==> src/rtl/fma16_result_stage.sv <==
// fma16_result_stage
//   Output stage of the half-precision FMA unit. Each accepted {result, flags}
//   pair is written into an in-order FIFO with valid/ready handshakes on both
//   sides, and the flags of every accepted pair are OR-ed into sticky_flags.
//
//   Build option: FMA16_NAN_CANON_EN
//     defined   - NaN results are stored as canonical quiet NaN 16'h7E00
//     undefined - results are stored bit-exact
//
//   Ports
//     clk           in   clock, rising edge
//     reset         in   asynchronous active-high reset
//     in_valid      in   upstream pair valid
//     in_ready      out  stage can accept a pair (never depends on out_ready)
//     in_result     in   fp16 result
//     in_flags      in   {NV, OF, UF, NX}
//     out_valid     out  head entry available
//     out_ready     in   consumer accepts head entry
//     out_result    out  head result (0 when empty)
//     out_flags     out  head flags (0 when empty)
//     sticky_flags  out  OR of flags of accepted pairs since last clear
//     sticky_clr    in   clear sticky_flags
//     count         out  occupied entries, 0..DEPTH
//
//   Occupancy (decoded from count)
//     state        | meaning
//     OCC_EMPTY    | no entries, out_valid low
//     OCC_PARTIAL  | 1..DEPTH-1 entries, push and pop both possible
//     OCC_FULL     | DEPTH entries, in_ready low
module fma16_result_stage #(
    parameter int DEPTH = 4,                  // power of 2, >= 2
    localparam int CW = $clog2(DEPTH) + 1
) (
    input  logic          clk,
    input  logic          reset,
    input  logic          in_valid,
    output logic          in_ready,
    input  logic [15:0]   in_result,
    input  logic [3:0]    in_flags,
    output logic          out_valid,
    input  logic          out_ready,
    output logic [15:0]   out_result,
    output logic [3:0]    out_flags,
    output logic [3:0]    sticky_flags,
    input  logic          sticky_clr,
    output logic [CW-1:0] count
);

    localparam int AW = $clog2(DEPTH);

    localparam logic [1:0] OCC_EMPTY   = 2'd0;
    localparam logic [1:0] OCC_PARTIAL = 2'd1;
    localparam logic [1:0] OCC_FULL    = 2'd2;

    logic [15:0]   mem_result [DEPTH];
    logic [3:0]    mem_flags  [DEPTH];
    logic [AW-1:0] wr_ptr;
    logic [AW-1:0] rd_ptr;
    logic [1:0]    occ;
    logic          push;
    logic          pop;
    logic [15:0]   store_result;

    always_comb begin
        occ = OCC_PARTIAL;
        if (count == '0)
            occ = OCC_EMPTY;
        else if (count == CW'(DEPTH))
            occ = OCC_FULL;
    end

    // No pass-through when full: a pop in the same cycle does not free a slot
    // until the next edge, which keeps in_ready a pure function of state.
    assign in_ready   = ~reset & (occ != OCC_FULL);
    assign out_valid  = (occ != OCC_EMPTY);
    assign push       = in_valid & in_ready;
    assign pop        = out_valid & out_ready;
    assign out_result = out_valid ? mem_result[rd_ptr] : 16'h0000;
    assign out_flags  = out_valid ? mem_flags[rd_ptr]  : 4'h0;

`ifdef FMA16_NAN_CANON_EN
    always_comb begin
        store_result = in_result;
        if (in_result[14:10] == 5'h1F && in_result[9:0] != 10'h000)
            store_result = 16'h7E00;
    end
`else
    assign store_result = in_result;
`endif

    // Storage is not reset; out_valid gates stale contents after reset.
    always_ff @(posedge clk) begin
        if (push) begin
            mem_result[wr_ptr] <= store_result;
            mem_flags[wr_ptr]  <= in_flags;
        end
    end

    // Pointers are AW bits wide so DEPTH-1 wraps to 0 without extra logic.
    always_ff @(posedge clk or posedge reset) begin
        if (reset) begin
            wr_ptr       <= '0;
            rd_ptr       <= '0;
            count        <= '0;
            sticky_flags <= 4'h0;
        end else begin
            if (push)
                wr_ptr <= wr_ptr + AW'(1);
            if (pop)
                rd_ptr <= rd_ptr + AW'(1);
            case ({push, pop})
                2'b10:   count <= count + CW'(1);
                2'b01:   count <= count - CW'(1);
                default: count <= count;
            endcase
            // A clear in the same cycle as a push keeps the pushed flags.
            sticky_flags <= (sticky_clr ? 4'h0 : sticky_flags) | (push ? in_flags : 4'h0);
        end
    end

endmodule

==> config.mk <==
export PLATFORM = sky130hd
export DESIGN_NAME = fma16_result_stage
export DESIGN_NICKNAME = d
export VERILOG_FILES = /design/src/rtl/fma16_result_stage.sv
export SDC_FILE = /design/constraint.sdc
export NUM_CORES = 1
export LEC_CHECK = 0
export BUFFER_PORTS_ARGS = -buffer_cell sky130_fd_sc_hd__buf_2
export CORE_UTILIZATION = 51
export DETAILED_ROUTE_END_ITERATION = 10
export GPL_TIMING_DRIVEN = 0
export PLACE_DENSITY = 0.74
export SETUP_SLACK_MARGIN = 0.02
export SLEW_MARGIN = 15
export SYNTH_ARGS = -nofsm -noshare
export SYNTH_HDL_FRONTEND = slang
export SYNTH_SLANG_ARGS = --single-unit
==> constraint.sdc <==
create_clock -name clk -period 4.3 [get_ports clk]
set_input_delay 0.215 -clock clk [delete_from_list [all_inputs] [get_ports clk]]
set_output_delay 0.215 -clock clk [all_outputs]
set_load 0.05 [all_outputs]
; ---- Word level (Yosys, flattened, before mapping)
; Memories as Yosys holds them, arrays and structs flattened.
; Index checks and enable logic that the tools add are counted.
[totals]
word_cells = 31
mem_bits_rw = 80
reg_bits = 11
n_memories = 2
[memory_table]
columns = name, words, width, rd, rd_clocked_by_memory_dff, write_ports, line
row1 = mem_result, 4, 16, 1, 0, 1, 55  ; logic [15:0] mem_result [DEPTH];
row2 = mem_flags, 4, 4, 1, 0, 1, 56  ; logic [3:0] mem_flags [DEPTH];
[op_classes]
reduce_logical = 3
muxes = 9
eq_ne = 4
bitwise_logic = 5
addsub = 4
[ops]
columns = op, n
row1 = $mux W16, 1
row2 = $mux W4, 3
row3 = $pmux W3 S2, 1
row4 = $add A2 B1 Y2 const B, 2
row5 = $mux W2, 2
row6 = $or A4 B4 Y4, 1
row7 = $reduce_bool A2 Y1, 2
row8 = $add A3 B1 Y3 const B, 1
row9 = $and A1 B1 Y1, 3
row10 = $eq A3 B3 Y1 const B, 1
row11 = $logic_not A3 Y1, 1
row12 = $sub A3 B1 Y3 const B, 1
row13 = $eq A2 B1 Y1 const B, 1
row14 = $eq A2 B2 Y1 const B, 1
row15 = $mux W1, 2
row16 = $ne A2 B2 Y1 const B, 1
row17 = $not A1 Y1, 1

; ---- Logic depth before layout (Yosys ltp)
[logic_depth]
depth_word = 8
ltp_mapped = 10
ltp_nobuf = 9

; ---- Worst setup path before layout
; No wires, ideal clock.
[synth_path]
path_kind = register to output
from = register count[0]
to = output out_flags[0]
t_required_ns = 4.085
slack_ns = 2.078
arrival_ns = 2.007
path_stages_with_launch = 4
path_buffers = 1
cell_sequence = dfrtp_1 or3_1 clkbuf_1 and2_1
[synth_between]
elab_chain_cells = 5
elab_cells_between_ends = 6
classes_between = eq/ne: 1 / mux: 3 / reduce/logical: 2
[synth_lines]
columns = element, line
row1 = start: declaration, 46  ; output logic [CW-1:0] count
row2 = start signal: assignment, 112  ; 2'b10: count <= count + CW'(1);
row3 = start signal: assignment, 113  ; 2'b01: count <= count - CW'(1);
row4 = start signal: assignment, 114  ; default: count <= count;
row5 = $eq A3 B3 Y1, 68  ; else if (count == CW'(DEPTH))
row6 = $mux W2, 68
row7 = $mux W2 *, 66  ; if (count == '0)
row8 = $reduce_bool A2 Y1 *, 75  ; assign out_valid = (occ != OCC_EMPTY);
row9 = via out_valid, 40  ; output logic out_valid,
row10 = $mux W4 *, 79  ; assign out_flags = out_valid ? mem_flags[rd_ptr] : 4'h0;
row11 = end: declaration, 43  ; output logic [3:0] out_flags,
; The timed path passes the listed nets; every way through them passes the cells marked *.

; ---- Worst setup path after layout
[layout_path]
from = input reset
to = memory mem_result[1][9], enable pin
[layout_between]
elab_chain_cells = 5
[layout_lines]
columns = element, line
row1 = start: declaration, 35  ; input logic reset,
row2 = $not A1 Y1, 74  ; assign in_ready = ~reset & (occ != OCC_FULL);
row3 = $and A1 B1 Y1, 74
row4 = $and A1 B1 Y1, 76  ; assign push = in_valid & in_ready;
row5 = $mux W1, 93  ; if (push) begin
row6 = $mux W1 (implied by the code), 94  ; mem_result[wr_ptr] <= store_result;
row7 = end: declaration, 55
; Every way passes these cells.

==> qor.csv <==
metric,value,unit
run status,completed,
diodes inserted,0,
Yosys Warn Count,0,
cell taking the most area after synthesis,edfxtp_1,
clk buf depth,2,
final core occ,0.612,
syn_area_per_cell,20.4,um2
post-CTS sizing,0,
"Primary FF master, synth",edfxtp_1,
initial antenna violation count,0,
minimum clock period,2320,ps
final net count,272,
Final Power,3.01,mW
I/O pin count,54,
"Period Utilization, post-route",0.540,
Remaining DRCs,0,
leakage component of the power,1.53,nW
fillers,499,
Syn Nets,207,
worst hold path class,primary input to flop,
Hold Crit Depth,1,
Final setup violation count,0,
Antenna Nets Post-Route,0,
Comb power frac,0.455,
Seq pwr share,0.381,
maximum fanout along the worst path,20,
Vias/cell,5.13,
DR vias,1755,
switching power,1.27,mW
CTS tree,built,
RSZ-0062 raised after global routing,false,
Synth top cells by count,"edfxtp_1 (80), and2_1 (25), mux4_2 (18)",
largest family of logic cells by synthesized area,multiplexers,
TritonCTS buffer count,9,
sequential share of the synthesized area,0.745,
Die Y,85.9,um
fmax,431,MHz
VDD IR max,542,uV
"Reg clk slew, reported paths",90,ps
Netlist cell types,21,
Syn Inst Count,176,
slew margin rel.,0.288,
Fin Hold WS,82.3,ps
share of layout cells above drive strength 1,0.370,
pin count of the biggest net entering global routing,21,
total track usage,0.171,
grt total ovfl,0,
Worst-Skew Late Latency,340,ps
H-Tree Depth,3,
Crit path arrival time,2280,ps
Core Area,6790,um2
XOR/XNOR share of the synthesized area,0.0146,
Die ar.,7390,um2
complex-gate fraction of the synthesized area,0.0125,
kind of start point of the critical path,primary input,
Initial Util,0.529,
setup TNS,0,ps
Pwr Density,725,nW/um2
switching share of power,0.420,
Final Hold Viols,0,
CTS root buf,clkbuf_8,
synthesis-to-finish area growth,15.6,%
CTS sink cnt,91,
largest cells by area after synthesis,"edfxtp_1 (67%), mux4_2 (11%), dfrtp_1 (7.7%)",
dpl hpwl,3700,um
post-synthesis mux area share,0.133,
reg2reg path depth,4,
drt total wl,5740,um
mapped cell area,3590,um2
Post-synth ARST share,0.121,
post-synthesis adder-cell area fraction,0.0230,
RePlAce Congestion,0.691,
CP Capture Type,flop,
row count,30,
IO buf count,53,
Max-cap violations,0,
Max Transition Viols Final,0,
vias in the first global route,1790,
top-count cell post-synth,edfxtp_1,
#FFs+latches synth,91,
final setup skew,8.33,ps
Synth top area share,0.669,
Clk pwr share,0.164,
DRT Pass-1 Iters,4,
DRT iter0 DRCs,66,
Post-synth EDFFs,80,
Slew @ Worst Pin,1070,ps
post-synthesis simple-gate area fraction,0.0505,
first-pass GRT wire length,9050,um
P_int,1.75,mW
die width,85.9,um
Worst Path Required,4260,ps
CTS Hold Bufs,1,
DR WL/cell,16.8,um
kind of critical path,primary input to flop,
postcts setup bufs,0,
layer usage:
metal,global-route usage,routed length (um),up-vias
met5,0,0,-
met2,0.277,2910,44
met4,0.0788,74,0
met1,0.223,2530,887
li1,-,-,814
met3,0.0356,221,10
area by class of cell:
class / count / area (um2) / share of cell area
Multi-Input combinational cell: 70 / 841 / 0.202
Tap cell: 96 / 120 / 0.0289
Inverter: 8 / 30.0 / 0.00723
Timing Repair Buffer: 54 / 275 / 0.0662
Clock inverter: 7 / 42.5 / 0.0102
Buffer: 7 / 45.0 / 0.0108
Clock buffer: 9 / 124 / 0.0298
Sequential cell: 91 / 2680 / 0.644
registers in the layout, indices dropped and copies added, names as in the netlist:
| register | cells |
|---|---|
| rd_ptr | 2 |
| count | 3 |
| mem_result | 64 |
| sticky_flags | 4 |
| mem_flags | 16 |
| wr_ptr | 2 |
through the flow:
step	worst slack (ps)	instances	area [um2]
2_1_floorplan	2080	176	3590
3_3_place_gp	2100	325	3980
3_5_place_dp	2050	325	3980
4_1_cts	1940	342	4160
5_1_grt	1800	342	4160
6_report	1980	342	4160
power by group through the flow:
| stage | sequential [mW] | combinational, mW | clock [mW] |
|---|---|---|---|
| 6_report | 1.15 | 1.37 | 0.495 |
| 5_1_grt | 1.16 | 1.46 | 0.530 |
| 4_1_cts | 1.15 | 1.39 | 0.504 |
| 3_5_place_dp | 1.17 | 1.39 | 0 |
| 3_3_place_gp | 1.16 | 1.37 | 0 |
| 2_1_floorplan | 1.22 | 1.04 | 0 |
layout by cell type (no fill, tap or decap), types with 3 or more instances in the layout:
cell type | netlist | layout
edfxtp_1 | 80 | 80
a22o_1 | 4 | 4
and2_1 | 25 | 25
xnor2_1 | 3 | 3
inv_1 | 8 | 8
mux4_2 | 18 | 18
dfrtp_1 | 11 | 11
xor2_1 | 3 | 3
clkbuf_8 | 0 | 9
ha_1 | 5 | 5
buf_2 | 3 | 56
worst paths after layout:
check | endpoint | slack (ps) | from
max in group asynchronous | count[0] | 3550 | reset
setup / recovery | mem_result[1][9] | 1980 | reset
min in group asynchronous | wr_ptr[1] | 440 | reset
setup reg to reg | mem_result[1][9] | 2090 | count[0]
hold / removal | mem_result[1][3] | 80 | in_result[3]
hold reg to reg | sticky_flags[2] | 510 | sticky_flags[2]
cell families after synthesis:
family,after synthesis
DFF,91
and+or+nand+nor,30
muxes,22
buffers and inverters,15
AOI/OAI and AO/OA,6
xor gates and xnor gates,6
adders and majority gates,6
worst max-delay path, cell delays in order:
cell and delay [ps]:
dlygate4sd3_1 530, buf_2 130, nand2b_1 130, a21oi_1 160
buf_2 240, and2_1 870
Note: power is estimated with default switching activity, not from simulation.
